$ cat src/rtl/jailbreak_hiscore_ctrl.sv
// jailbreak_hiscore_ctrl: range-table dump/restore sequencer in front of the k005849 high-score port.
// Define HISCORE_CHECKSUM_EN to append (dump) / verify (restore) an 8-bit modular sum after the last range.
module jailbreak_hiscore_ctrl #(
  parameter int ENTRIES = 4,
  parameter int RD_LAT  = 2,
  parameter int SETTLE  = 16
) (
  input  logic        clk_49m,
  input  logic        reset,
  input  logic        cfg_wr,
  input  logic [3:0]  cfg_idx,
  input  logic [11:0] cfg_start,
  input  logic [7:0]  cfg_len,
  input  logic        cfg_valid,
  input  logic        dump_start,
  input  logic        restore_start,
  output logic        busy,
  output logic        done,
  output logic        err,
  output logic [7:0]  up_data,
  output logic        up_valid,
  input  logic        up_ready,
  input  logic [7:0]  dn_data,
  input  logic        dn_valid,
  output logic        dn_ready,
  output logic        pause_req,
  output logic [11:0] hs_address,
  output logic [7:0]  hs_data_in,
  output logic        hs_write_enable,
  output logic        hs_access_write,
  input  logic [7:0]  hs_data_out
);
  localparam int IW = ENTRIES > 1 ? $clog2(ENTRIES) : 1;
  typedef enum logic [3:0] {
    IDLE, PAUSE, SCAN, RD_ADDR, RD_WAIT, RD_PUSH, WR_PULL, WR_STROBE, DONE, CK_PUSH, CK_PULL
  } state_t;
  state_t state, state_n, fin;
  logic mode, acc, err_q, at_end, slot_ok, step;
  logic [4:0] idx;
  logic [IW-1:0] ix;
  logic [7:0] cnt, rem, up_q, din_q;
  logic [11:0] addr;
  logic [11:0] t_start [ENTRIES];
  logic [7:0] t_len [ENTRIES];
  logic [ENTRIES-1:0] t_valid;
`ifdef HISCORE_CHECKSUM_EN
  logic [7:0] sum;
  assign fin = mode ? CK_PULL : CK_PUSH;
`else
  assign fin = DONE;
`endif
  assign ix      = idx[IW-1:0];
  assign at_end  = idx == 5'(ENTRIES);
  assign slot_ok = t_valid[ix];
  assign step    = (state == RD_PUSH && up_ready) || state == WR_STROBE;
  always_ff @(posedge clk_49m) begin
    if (reset) begin
      state   <= IDLE;
      mode    <= 1'b0;
      acc     <= 1'b0;
      err_q   <= 1'b0;
      idx     <= '0;
      cnt     <= '0;
      rem     <= '0;
      addr    <= '0;
      up_q    <= '0;
      din_q   <= '0;
      t_valid <= '0;
      for (int i = 0; i < ENTRIES; i++) begin
        t_start[i] <= '0;
        t_len[i]   <= '0;
      end
`ifdef HISCORE_CHECKSUM_EN
      sum <= '0;
`endif
    end else begin
      state <= state_n;
      cnt   <= state_n == state ? cnt + 8'd1 : 8'd0;
      acc   <= state_n == WR_PULL || (acc && state_n != DONE && state_n != IDLE);
      if (state == IDLE && cfg_wr && {1'b0, cfg_idx} < 5'(ENTRIES)) begin
        t_start[cfg_idx[IW-1:0]] <= cfg_start;
        t_len[cfg_idx[IW-1:0]]   <= cfg_len;
        t_valid[cfg_idx[IW-1:0]] <= cfg_valid;
      end
      if (state == IDLE && (dump_start || restore_start)) begin
        mode  <= !dump_start;
        idx   <= '0;
        err_q <= 1'b0;
`ifdef HISCORE_CHECKSUM_EN
        sum <= '0;
`endif
      end
      if (state == SCAN && !at_end) begin
        if (slot_ok) begin
          addr <= t_start[ix];
          rem  <= t_len[ix];
        end else begin
          idx <= idx + 5'd1;
        end
      end
      if (state == RD_WAIT && cnt == 8'(RD_LAT - 1)) up_q <= hs_data_out;
      if (state == WR_PULL && dn_valid) din_q <= dn_data;
      if (step) begin
        if (rem == 8'd0) begin
          idx <= idx + 5'd1;
        end else begin
          addr <= addr + 12'd1;
          rem  <= rem - 8'd1;
        end
      end
`ifdef HISCORE_CHECKSUM_EN
      if (state == RD_PUSH && up_ready) sum <= sum + up_q;
      if (state == WR_PULL && dn_valid) sum <= sum + dn_data;
      if (state == SCAN && at_end) up_q <= sum;
      if (state == CK_PULL && dn_valid) err_q <= dn_data != sum;
`endif
    end
  end
  // PAUSE runs SETTLE+1 cycles so the first SCAN starts after a full settle window
  always_comb begin
    state_n = state;
    case (state)
      IDLE:      state_n = (dump_start || restore_start) ? PAUSE : IDLE;
      PAUSE:     state_n = cnt == 8'(SETTLE) ? SCAN : PAUSE;
      SCAN:      state_n = at_end ? fin : !slot_ok ? SCAN : mode ? WR_PULL : RD_ADDR;
      RD_ADDR:   state_n = RD_WAIT;
      RD_WAIT:   state_n = cnt == 8'(RD_LAT - 1) ? RD_PUSH : RD_WAIT;
      RD_PUSH:   state_n = !up_ready ? RD_PUSH : rem == 8'd0 ? SCAN : RD_ADDR;
      WR_PULL:   state_n = dn_valid ? WR_STROBE : WR_PULL;
      WR_STROBE: state_n = rem == 8'd0 ? SCAN : WR_PULL;
      CK_PUSH:   state_n = up_ready ? DONE : CK_PUSH;
      CK_PULL:   state_n = dn_valid ? DONE : CK_PULL;
      DONE:      state_n = IDLE;
      default:   state_n = IDLE;
    endcase
  end
  always_comb begin
    busy            = state != IDLE && state != DONE;
    pause_req       = state != IDLE && state != DONE;
    done            = state == DONE;
    err             = err_q;
    up_valid        = state == RD_PUSH || state == CK_PUSH;
    up_data         = up_q;
    dn_ready        = state == WR_PULL || state == CK_PULL;
    hs_address      = addr;
    hs_data_in      = din_q;
    hs_write_enable = state == WR_STROBE;
    hs_access_write = acc;
  end
endmodule

$ cat config.mk
export PLATFORM = sky130hd
export DESIGN_NAME = jailbreak_hiscore_ctrl
export DESIGN_NICKNAME = d
export VERILOG_FILES = /design/src/rtl/jailbreak_hiscore_ctrl.sv
export SDC_FILE = /design/constraint.sdc
export NUM_CORES = 1
export LEC_CHECK = 0
export ABC_AREA = 1
export CAP_MARGIN = 20
export CORE_MARGIN = 2
export CORE_UTILIZATION = 39
export DETAILED_ROUTE_END_ITERATION = 8
export PLACE_DENSITY = 0.7
export SYNTH_ARGS = -nofsm -noshare
export SYNTH_HDL_FRONTEND = slang
export SYNTH_SLANG_ARGS = --single-unit
$ cat constraint.sdc
create_clock -name clk_49m -period 2.6 [get_ports clk_49m]
set_input_delay 0.26 -clock clk_49m [delete_from_list [all_inputs] [get_ports clk_49m]]
set_output_delay 0.26 -clock clk_49m [all_outputs]
set_load 0.02 [all_outputs]
==> flow_summary.yaml, run 1 <==
critical_path:
  crit_path_cell_trace: "inv_1 > nor2_1 > inv_1 > a21oi_1 > clkdlybuf4s50_1"
  reg2reg_slack_ps: 540
  crit_path_end_kind: "output pin"
  cpPeakStageDelay_ps: 650
  worstPathArrival_ps: 1910
  crit_path_top_delay_cell: "clkdlybuf4s50_1"
  cp-start-kind: "flop"
  r2r-start: "idx[0]"
  crit_top_cell: "inv_1"
  crit_family: "buffers and inverters"
  critical_path_required_ps: 2340
  worstSetupPathType: "flop to output pin"
  worstPathMaxFanout: 4
  reg2reg_to: "cnt[6]"
  r2r_cells: 11
  cp.buffers_inverters: 3
synthesis:
  syn_area_per_cell_sq_um: 8.50
  synth_compound_area_share_pct: 12.7
  syn_inst: 773
  synthDistinctLibCells: 38
  seq_area_frac_synth_pct: 54.5
  synth-main-ff-cell: "edfxtp_1"
  synthArstFlopShare_pct: 0
  synth_edf_count: 80
  synth_top_family_by_area: "simple AND/OR/NAND/NOR gates"
  synth_xor_area_share_pct: 2.00
  synth_simple_gate_area_share_pct: 22.4
  synthMuxAreaShare_pct: 0
  syn_area_sq_um: 6570
  syn_nets: 828
  yosys_register_bits: 139
  ys_warn_count: 0
  synth_fa_ha_area_share_pct: 1.33
die:
  dieArea_sq_um: 17900
  io_pins: 84
  rows: 47
  core_sq_um: 16500
  die_h_um: 134
  initial_utilization_pct: 39.8
  die-width_um: 134
min_path:
  holdCritPathClass: "input pin to flop"
  holdPathStages: 2
  min_to: "mode"
  hp-start: "dump_start"
clocking:
  numCtsBuffers: 17
  cts_setup_buffers: 0
  cts_tree: "built"
  cts_resized: 0
  path_clk_slew_ps: 50
  clock_latency_ps: 420
  cts_root_buf: "clkbuf_16"
  h-tree-depth: 4
  clkSinkCount: 139
  ctsHoldBuffers: 0
  clockBufferDepth: 2
drt:
  drtIter0Drc: 490
  routed_wl_mm: 15.4
  viasPerCell: 4.94
  drtAntennaViolNets: 0
  wl_per_cell_um: 14.1
  drc: 0
  route.vias.total: 5375
  first_pass_iters: 6
power:
  peakVddDrop_v: 0.000509
  power.leakage_nw: 3.22
  power_density_nw_per_um2: 613
  total_power_mw: 5.04
timing:
  rsz0062_at_grt: "false"
  fmax_ghz: 0.461
  setup_tns_ps: 0
  finalHoldViolCount: 0
  maxSlewViolCount: 0
  min_period_ps: 2170
  setup_violations: 0
  finalCritPeriodShare_pct: 83.5
  skew_ps: 9.00
placement:
  placed_cells: 1056
  dp_hpwl_mm: 10.1
  port-buffer-count: 82
  gp_congestion: 0.863
global_routing:
  grt_use_total_pct: 17.8
  grt_pass1_vias: 5027
  globalRouteOverflowTotal: 0
  grt_start_max_net_pins: 47
  grt_first_pass_wirelength_mm: 25.1
  antenna_found_initial: 0
cells_and_area:
  finalNonFillerCells: 1087
  syn_to_final_growth_pct: 25.3
  fin_util_pct: 49.8
  finalNetCount: 910
  drive_above_1_share_pct: 8.77
  n_antenna_cell: 0
flow_run:
  maxCapViolations: 0
run_status:
  run_status: "completed"
cells in the mapped netlist (2+ instances only):
cell | number | share of area, %
a211oi_1 | 4 | 0.46
a21oi_1 | 39 | 3.0
a21oi_2 | 2 | 0.27
a31oi_1 | 3 | 0.29
buf_1 | 2 | 0.11
buf_2 | 8 | 0.61
buf_4 | 4 | 0.46
clkbuf_1 | 23 | 1.3
dfxtp_1 | 59 | 18
edfxtp_1 | 80 | 37
ha_1 | 7 | 1.3
inv_1 | 69 | 3.9
inv_2 | 6 | 0.34
nand2_1 | 111 | 6.3
nand2_2 | 2 | 0.19
nand2_4 | 2 | 0.34
nand3_1 | 41 | 3.1
nand3_2 | 3 | 0.46
nand3b_1 | 3 | 0.34
nor2_1 | 160 | 9.1
nor2_2 | 13 | 1.2
nor3_1 | 6 | 0.46
o211ai_1 | 9 | 1.0
o21ai_0 | 71 | 5.4
o21ai_1 | 3 | 0.23
o22ai_1 | 18 | 1.7
xnor2_1 | 5 | 0.67
xor2_1 | 10 | 1.3
worst max-delay path by stage:
stage / from / to / slack, ps / cells after the start
4_1_cts: state[3] / up_valid / 430 / 5
2_1_floorplan: idx[0] / cnt[0] / 590 / 16
3_5_place_dp: cfg_wr / t_start[3][8] / 380 / 7
5_1_grt: idx[0] / rem[7] / 290 / 9
3_3_place_gp: cfg_wr / t_start[3][9] / 450 / 7
6_report: state[3] / up_valid / 430 / 5
through the flow:
step / hold slack (ps) / setup slack [ps] / area [sq um]
2_1_floorplan: 350 / 586 / 6570
5_1_grt: 447 / 289 / 8230
4_1_cts: 411 / 430 / 8230
3_5_place_dp: 438 / 384 / 7650
6_report: 429 / 430 / 8230
3_3_place_gp: 430 / 452 / 7650
metal layers:
metal / global-route usage (%) / vias to the layer above / routed length [um]
met2: 29.4 / 141 / 7480
met5: 0 / - / 0
met4: 5.44 / 0 / 177
li1: - / 2725 / -
met1: 23.1 / 2490 / 6830
met3: 4.61 / 19 / 874
cell families (layout without fill, tap and decap cells):
family / after synthesis / in the layout
adders and majority gates: 7 / 7
and+or+nand+nor: 346 / 346
xor gates and xnor gates: 15 / 15
DFF: 139 / 139
other: 1 / 1
AOI/OAI and AO/OA: 152 / 152
buffers and inverters: 113 / 207
placed cells by master, fill, tap and decap left out, drive strengths merged, types with 3 or more instances in the layout:
master         instances
nand2                115
xor2                  10
a31oi                  3
nand3                 44
clkinv                 5
ha                     7
nor3                   6
clkbuf                20
o21ai                 74
edfxtp                80
nand3b                 3
nor2                 175
bufinv                 3
o211ai                 9
o22ai                 18
dfxtp                 59
clkdlybuf4s50         82
inv                   75
clkinvlp               3
xnor2                  5
buf                   19
a21oi                 41
a211oi                 4
registers in the layout (all words and copies together) (netlist names):
register	flops
t_start	48
t_len	32
hs_address	12
cnt	8
hs_data_in	8
rem	8
up_data	8
idx	5
state	4
t_valid	4
hs_access_write	1
mode	1
worst register-to-register path: stages, from the launching register on:
cell and delay [ps]:
dfxtp_1 350, buf_4 400, nand2_1 100, nand3_1 90, nand2_1 170, nor2_8 260, nand2_2 120, nand3_2 90
nand2_1 60, nor2_2 150, nand2_4 120, nor2_2 100
cell type report:
type / instances / area [sq um]
Fill cell: 1546 / 8290
Timing Repair Buffer: 101 / 976
Multi-Input combinational cell: 521 / 2530
Inverter: 75 / 282
Clock buffer: 20 / 437
Sequential cell: 139 / 3580
Tap cell: 220 / 275
Clock inverter: 11 / 148
report_power, final:
part	total, mW	internal (mW)	switching (mW)	leakage [nW]
sequential	2.40	2.38	0.0214	1.30
clock	2.40	1.50	0.898	0.274
combinational	0.245	0.108	0.137	1.65
No activity file was read; power rests on OpenSTA's default activity.
==> run 2, diff against run 1 <==
clock period = 2.05 ns   (was 2.6 ns; I/O delays follow)
==> run 2 against run 1 <==
- first-iteration DRC count down 8.8%
- largest cell class unchanged
- clock-buffer cell count down 3
- cell count up 0.64%
- utilization up 0.30 points
- sequential power up 27%
- worst setup slack worse by 300 ps
- sequential share of layout area down 0.23 points
- global-route usage up 0.25 points
- sequential cell count unchanged
- highest routed layer unchanged
==> flow_summary.yaml, run 2 (synthesized netlist as in run 1, its figures left out) <==
power:
  power_density_nw_per_um2: 753
  peakVddDrop_v: 0.000736
  power.leakage_nw: 3.29
clocking:
  path_clk_slew_ps: 60
  clockBufferDepth: 2
  h-tree-depth: 4
  cts_tree: "built"
  clkSinkCount: 139
  cts_root_buf: "clkbuf_16"
  clock_latency_ps: 420
  cts_setup_buffers: 0
  numCtsBuffers: 17
timing:
  skew_ps: 7.23
  fin_ws_ps: 128
  setup_violations: 0
  maxSlewViolCount: 0
  min_period_ps: 1920
  fmax_ghz: 0.520
  rsz0062_at_grt: "false"
  setup_tns_ps: 0
  finalHoldViolCount: 0
  finalCritPeriodShare_pct: 93.8
cells_and_area:
  multi_input_area_sq_um: 2530
  n_antenna_cell: 0
  largest_register: "t_start"
  finalNetCount: 916
  layout_common_cells: "nor2_1, nand2_1, edfxtp_1"
  drive_above_1_share_pct: 9.73
  finalNonFillerCells: 1094
  layout_commonest_cell: "nor2_1"
  largest_reg_flops: 48
  fill_cells: 1558
  ff_latch_area_sq_um: 3590
  syn_to_final_growth_pct: 26.0
global_routing:
  grt_pass1_vias: 5157
  grt_start_max_net_pins: 26
  grt_first_pass_wirelength_mm: 25.3
  antenna_found_initial: 0
  grt_use_total_pct: 18.1
  globalRouteOverflowTotal: 0
critical_path:
  critical_path_required_ps: 1850
  worstPathMaxFanout: 7
  crit_path_top_delay_cell: "clkdlybuf4s50_1"
  cpPeakStageDelay_ps: 560
  worstSetupPathType: "flop to output pin"
  worstPathArrival_ps: 1720
  crit_path_cell_trace: "nor2_1 > nand2_1 > clkdlybuf4s50_1"
  cp-start-kind: "flop"
  crit_path_end_kind: "output pin"
drt:
  drtAntennaViolNets: 0
  routed_wl_mm: 15.7
  wl_per_cell_um: 14.4
  viasPerCell: 4.95
  first_pass_iters: 5
  route.vias.total: 5417
  drtIter0Drc: 447
  drc: 0
die:
  die-width_um: 134
  rows: 47
  core_sq_um: 16500
  dieArea_sq_um: 17900
  io_pins: 84
  initial_utilization_pct: 39.8
  die_h_um: 134
flow_run:
  maxCapViolations: 0
placement:
  dp_hpwl_mm: 10.5
  placed_cells: 1062
  gp_congestion: 0.872
  port-buffer-count: 82
  dpl_worst_slack_ps: 34.8
run_status:
  run_status: "completed"
min_path:
  holdCritPathClass: "input pin to flop"
[run 2: changes by cell type in the layout (fill, tap and decap cells not counted), sizes merged]
| cell | delta |
|---|---|
| dlymetal6s2s | +1 |
| clkinv | +1 |
| dlygate4sd2 | +3 |
| clkbuf | -3 |
| bufinv | -2 |
| inv | +4 |
| buf | +6 |
| clkinvlp | +1 |
| clkdlybuf4s50 | -4 |
[run 2: cell type report]
class,count,share of cell area [%]
Sequential cell,139,43.3
Clock inverter,15,1.50
Clock buffer,17,5.14
Timing Repair Buffer,107,12.8
Multi-Input combinational cell,521,30.6
Inverter,75,3.40
Tap cell,220,3.32
[run 2: path summary, 6_finish.rpt]
| check | start | endpoint | slack [ps] | cells after the start |
|---|---|---|---|---|
| setup / recovery | state[0] | busy | 130 | 3 |
| hold / removal | dump_start | mode | 390 | 2 |
| setup reg to reg | rem[0] | hs_address[7] | 180 | 9 |
| hold reg to reg | hs_data_in[7] | hs_data_in[7] | 450 | 2 |
[run 2: critical path, delay by kind of cell (launching register included)]
family	cells	cell delay (ps)
buf+inv	1	560
flops	1	360
simple gates	2	370
[run 2: metrics by stage]
step	total power, mW	area [sq um]	hold WS [ps]	util, %
after global placement	3.42	7730	429	46.8
after floorplan	3.24	6570	295	-
after detailed placement	3.43	7730	437	46.8
final	6.24	8280	387	50.1
after global routing	6.44	8280	387	50.1
after CTS	6.28	8280	361	50.1
[run 2: repair_timing]
action                     CTS  global route
setup endpoints to repair    3             1
gates resized for setup      5             1
hold buffers                 0             0
[run 2: power by group]
group	internal [mW]	switching, mW	total (mW)
clock	1.66	1.20	2.87
sequential	3.02	0.0271	3.05
combinational	0.145	0.180	0.325
[run 2: routing by layer]
metal,wire length (um),track usage (%)
met5,0,0
met4,198,6.26
met3,838,4.72
met2,7870,30.7
met1,6820,22.3
==> run 3, diff against run 2 <==
CTS_CLUSTER_DIAMETER = 120   (was not set)
clock period = 2.4 ns   (was 2.05 ns; I/O delays follow)
==> run 3 against run 2 <==
- register-to-register slack better by 190 ps
- worst hold slack improved by 5.1 ps
- critical path depth increased by 2
- combinational power decreased by 15%
- routed wire length is 0.35% higher
- sequential cell count stayed put
- via count down 0.74%
- clock power decreased by 6%
- worst setup slack improved by 130 ps
- non-clock buffer count is 4 lower
- global-route usage rose by 0.24 points
- cell count down 0.37%
- critical path type unchanged
==> flow_summary.yaml, run 3 (synthesized netlist as in run 1, its figures left out) <==
global_routing:
  antenna_found_initial: 0
  grt_start_max_net_pins: 29
  grt_pass1_vias: 5155
  grt_first_pass_wirelength_mm: 25.5
  grt_use_total_pct: 18.3
  globalRouteOverflowTotal: 0
cells_and_area:
  largest_reg_flops: 48
  n_antenna_cell: 0
  largest_register: "t_start"
  finalNetCount: 912
  layout_commonest_cell: "nor2_1"
  syn_to_final_growth_pct: 26.4
  drive_above_1_share_pct: 9.31
  layout_common_cells: "nor2_1, nand2_1, clkdlybuf4s50_1"
run_status:
  run_status: "completed"
timing:
  setup_violations: 0
  finalCritPeriodShare_pct: 89.4
  fmax_ghz: 0.466
  setup_tns_ps: 0
  rsz0062_at_grt: "false"
  min_period_ps: 2150
  skew_ps: 5.77
  maxSlewViolCount: 0
  finalHoldViolCount: 0
power:
  total_power_mw: 5.57
  peakVddDrop_v: 0.000625
  power_density_nw_per_um2: 671
  power.leakage_nw: 3.27
clocking:
  cts_setup_buffers: 0
  numCtsBuffers: 17
  ctsHoldBuffers: 0
  clockBufferDepth: 2
  path_clk_slew_ps: 60
  h-tree-depth: 4
  cts_tree: "built"
  clock_latency_ps: 420
  clkSinkCount: 139
  cts_root_buf: "clkbuf_16"
  cts_resized: 0
drt:
  viasPerCell: 4.93
  drc: 0
  drtAntennaViolNets: 0
  drtIter0Drc: 513
  first_pass_iters: 5
  route.vias.total: 5377
  wl_per_cell_um: 14.5
  routed_wl_mm: 15.8
critical_path:
  worstPathArrival_ps: 1910
  crit_path_end_kind: "output pin"
  r2r-start: "idx[0]"
  crit_path_cell_trace: "inv_1 > nor2_1 > inv_1 > a21oi_1 > clkdlybuf4s50_1"
  worstPathMaxFanout: 4
  cp.depth: 5
  r2r_cells: 11
  reg2reg_to: "hs_address[11]"
  critical_path_required_ps: 2160
  cp-start-kind: "flop"
  cpPeakStageDelay_ps: 630
  worstSetupPathType: "flop to output pin"
  crit_path_top_delay_cell: "clkdlybuf4s50_1"
  cp.buffers_inverters: 3
  reg2reg_slack_ps: 370
  crit_family: "buffers and inverters"
  crit_top_cell: "inv_1"
placement:
  port-buffer-count: 82
  dp_hpwl_mm: 10.5
  gp_congestion: 0.880
die:
  initial_utilization_pct: 39.8
  dieArea_sq_um: 17900
  die_h_um: 134
  rows: 47
  die-width_um: 134
  core_sq_um: 16500
  io_pins: 84
min_path:
  hp-start: "dump_start"
  min_to: "mode"
  holdCritPathClass: "input pin to flop"
  holdPathStages: 2
flow_run:
  maxCapViolations: 0
-- run 3: per-layer routing --
metal,global-route usage (%),vias to the layer above,wire length [um]
li1,-,2733,-
met1,22.6,2478,6840
met2,30.8,144,7740
met3,4.84,22,968
met4,6.86,0,238
met5,0,-,0
-- run 3: metrics by stage --
stage | hold WS [ps] | utilization [%] | instances | setup slack (ps) | cell area [sq um]
after floorplan | 330 | - | 773 | 386 | 6570
after global placement | 430 | 46.6 | 1058 | 390 | 7700
after detailed placement | 438 | 46.6 | 1058 | 393 | 7700
after CTS | 381 | 50.3 | 1090 | 234 | 8310
after global routing | 405 | 50.3 | 1090 | 132 | 8310
final | 392 | 50.3 | 1090 | 255 | 8310
-- run 3: worst max path at each step --
stage | startpoint | endpoint
2_1_floorplan | idx[0] | cnt[0]
3_3_place_gp | cfg_wr | t_start[3][8]
3_5_place_dp | idx[0] | hs_address[11]
4_1_cts | state[3] | up_valid
5_1_grt | state[3] | up_valid
6_report | state[3] | up_valid
-- run 3: layout make-up --
cell class	instances	area, sq um
clock inverter	15	184
tap	220	275
clock buffer	17	425
timing repair buffer	103	1030
multi-input combinational	521	2530
inverter	75	282
fill	1538	8220
sequential	139	3580
-- run 3: where the power goes --
| group | internal [mW] | switching (mW) |
|---|---|---|
| clock | 1.65 | 1.05 |
| sequential | 2.58 | 0.0229 |
| combinational | 0.124 | 0.152 |
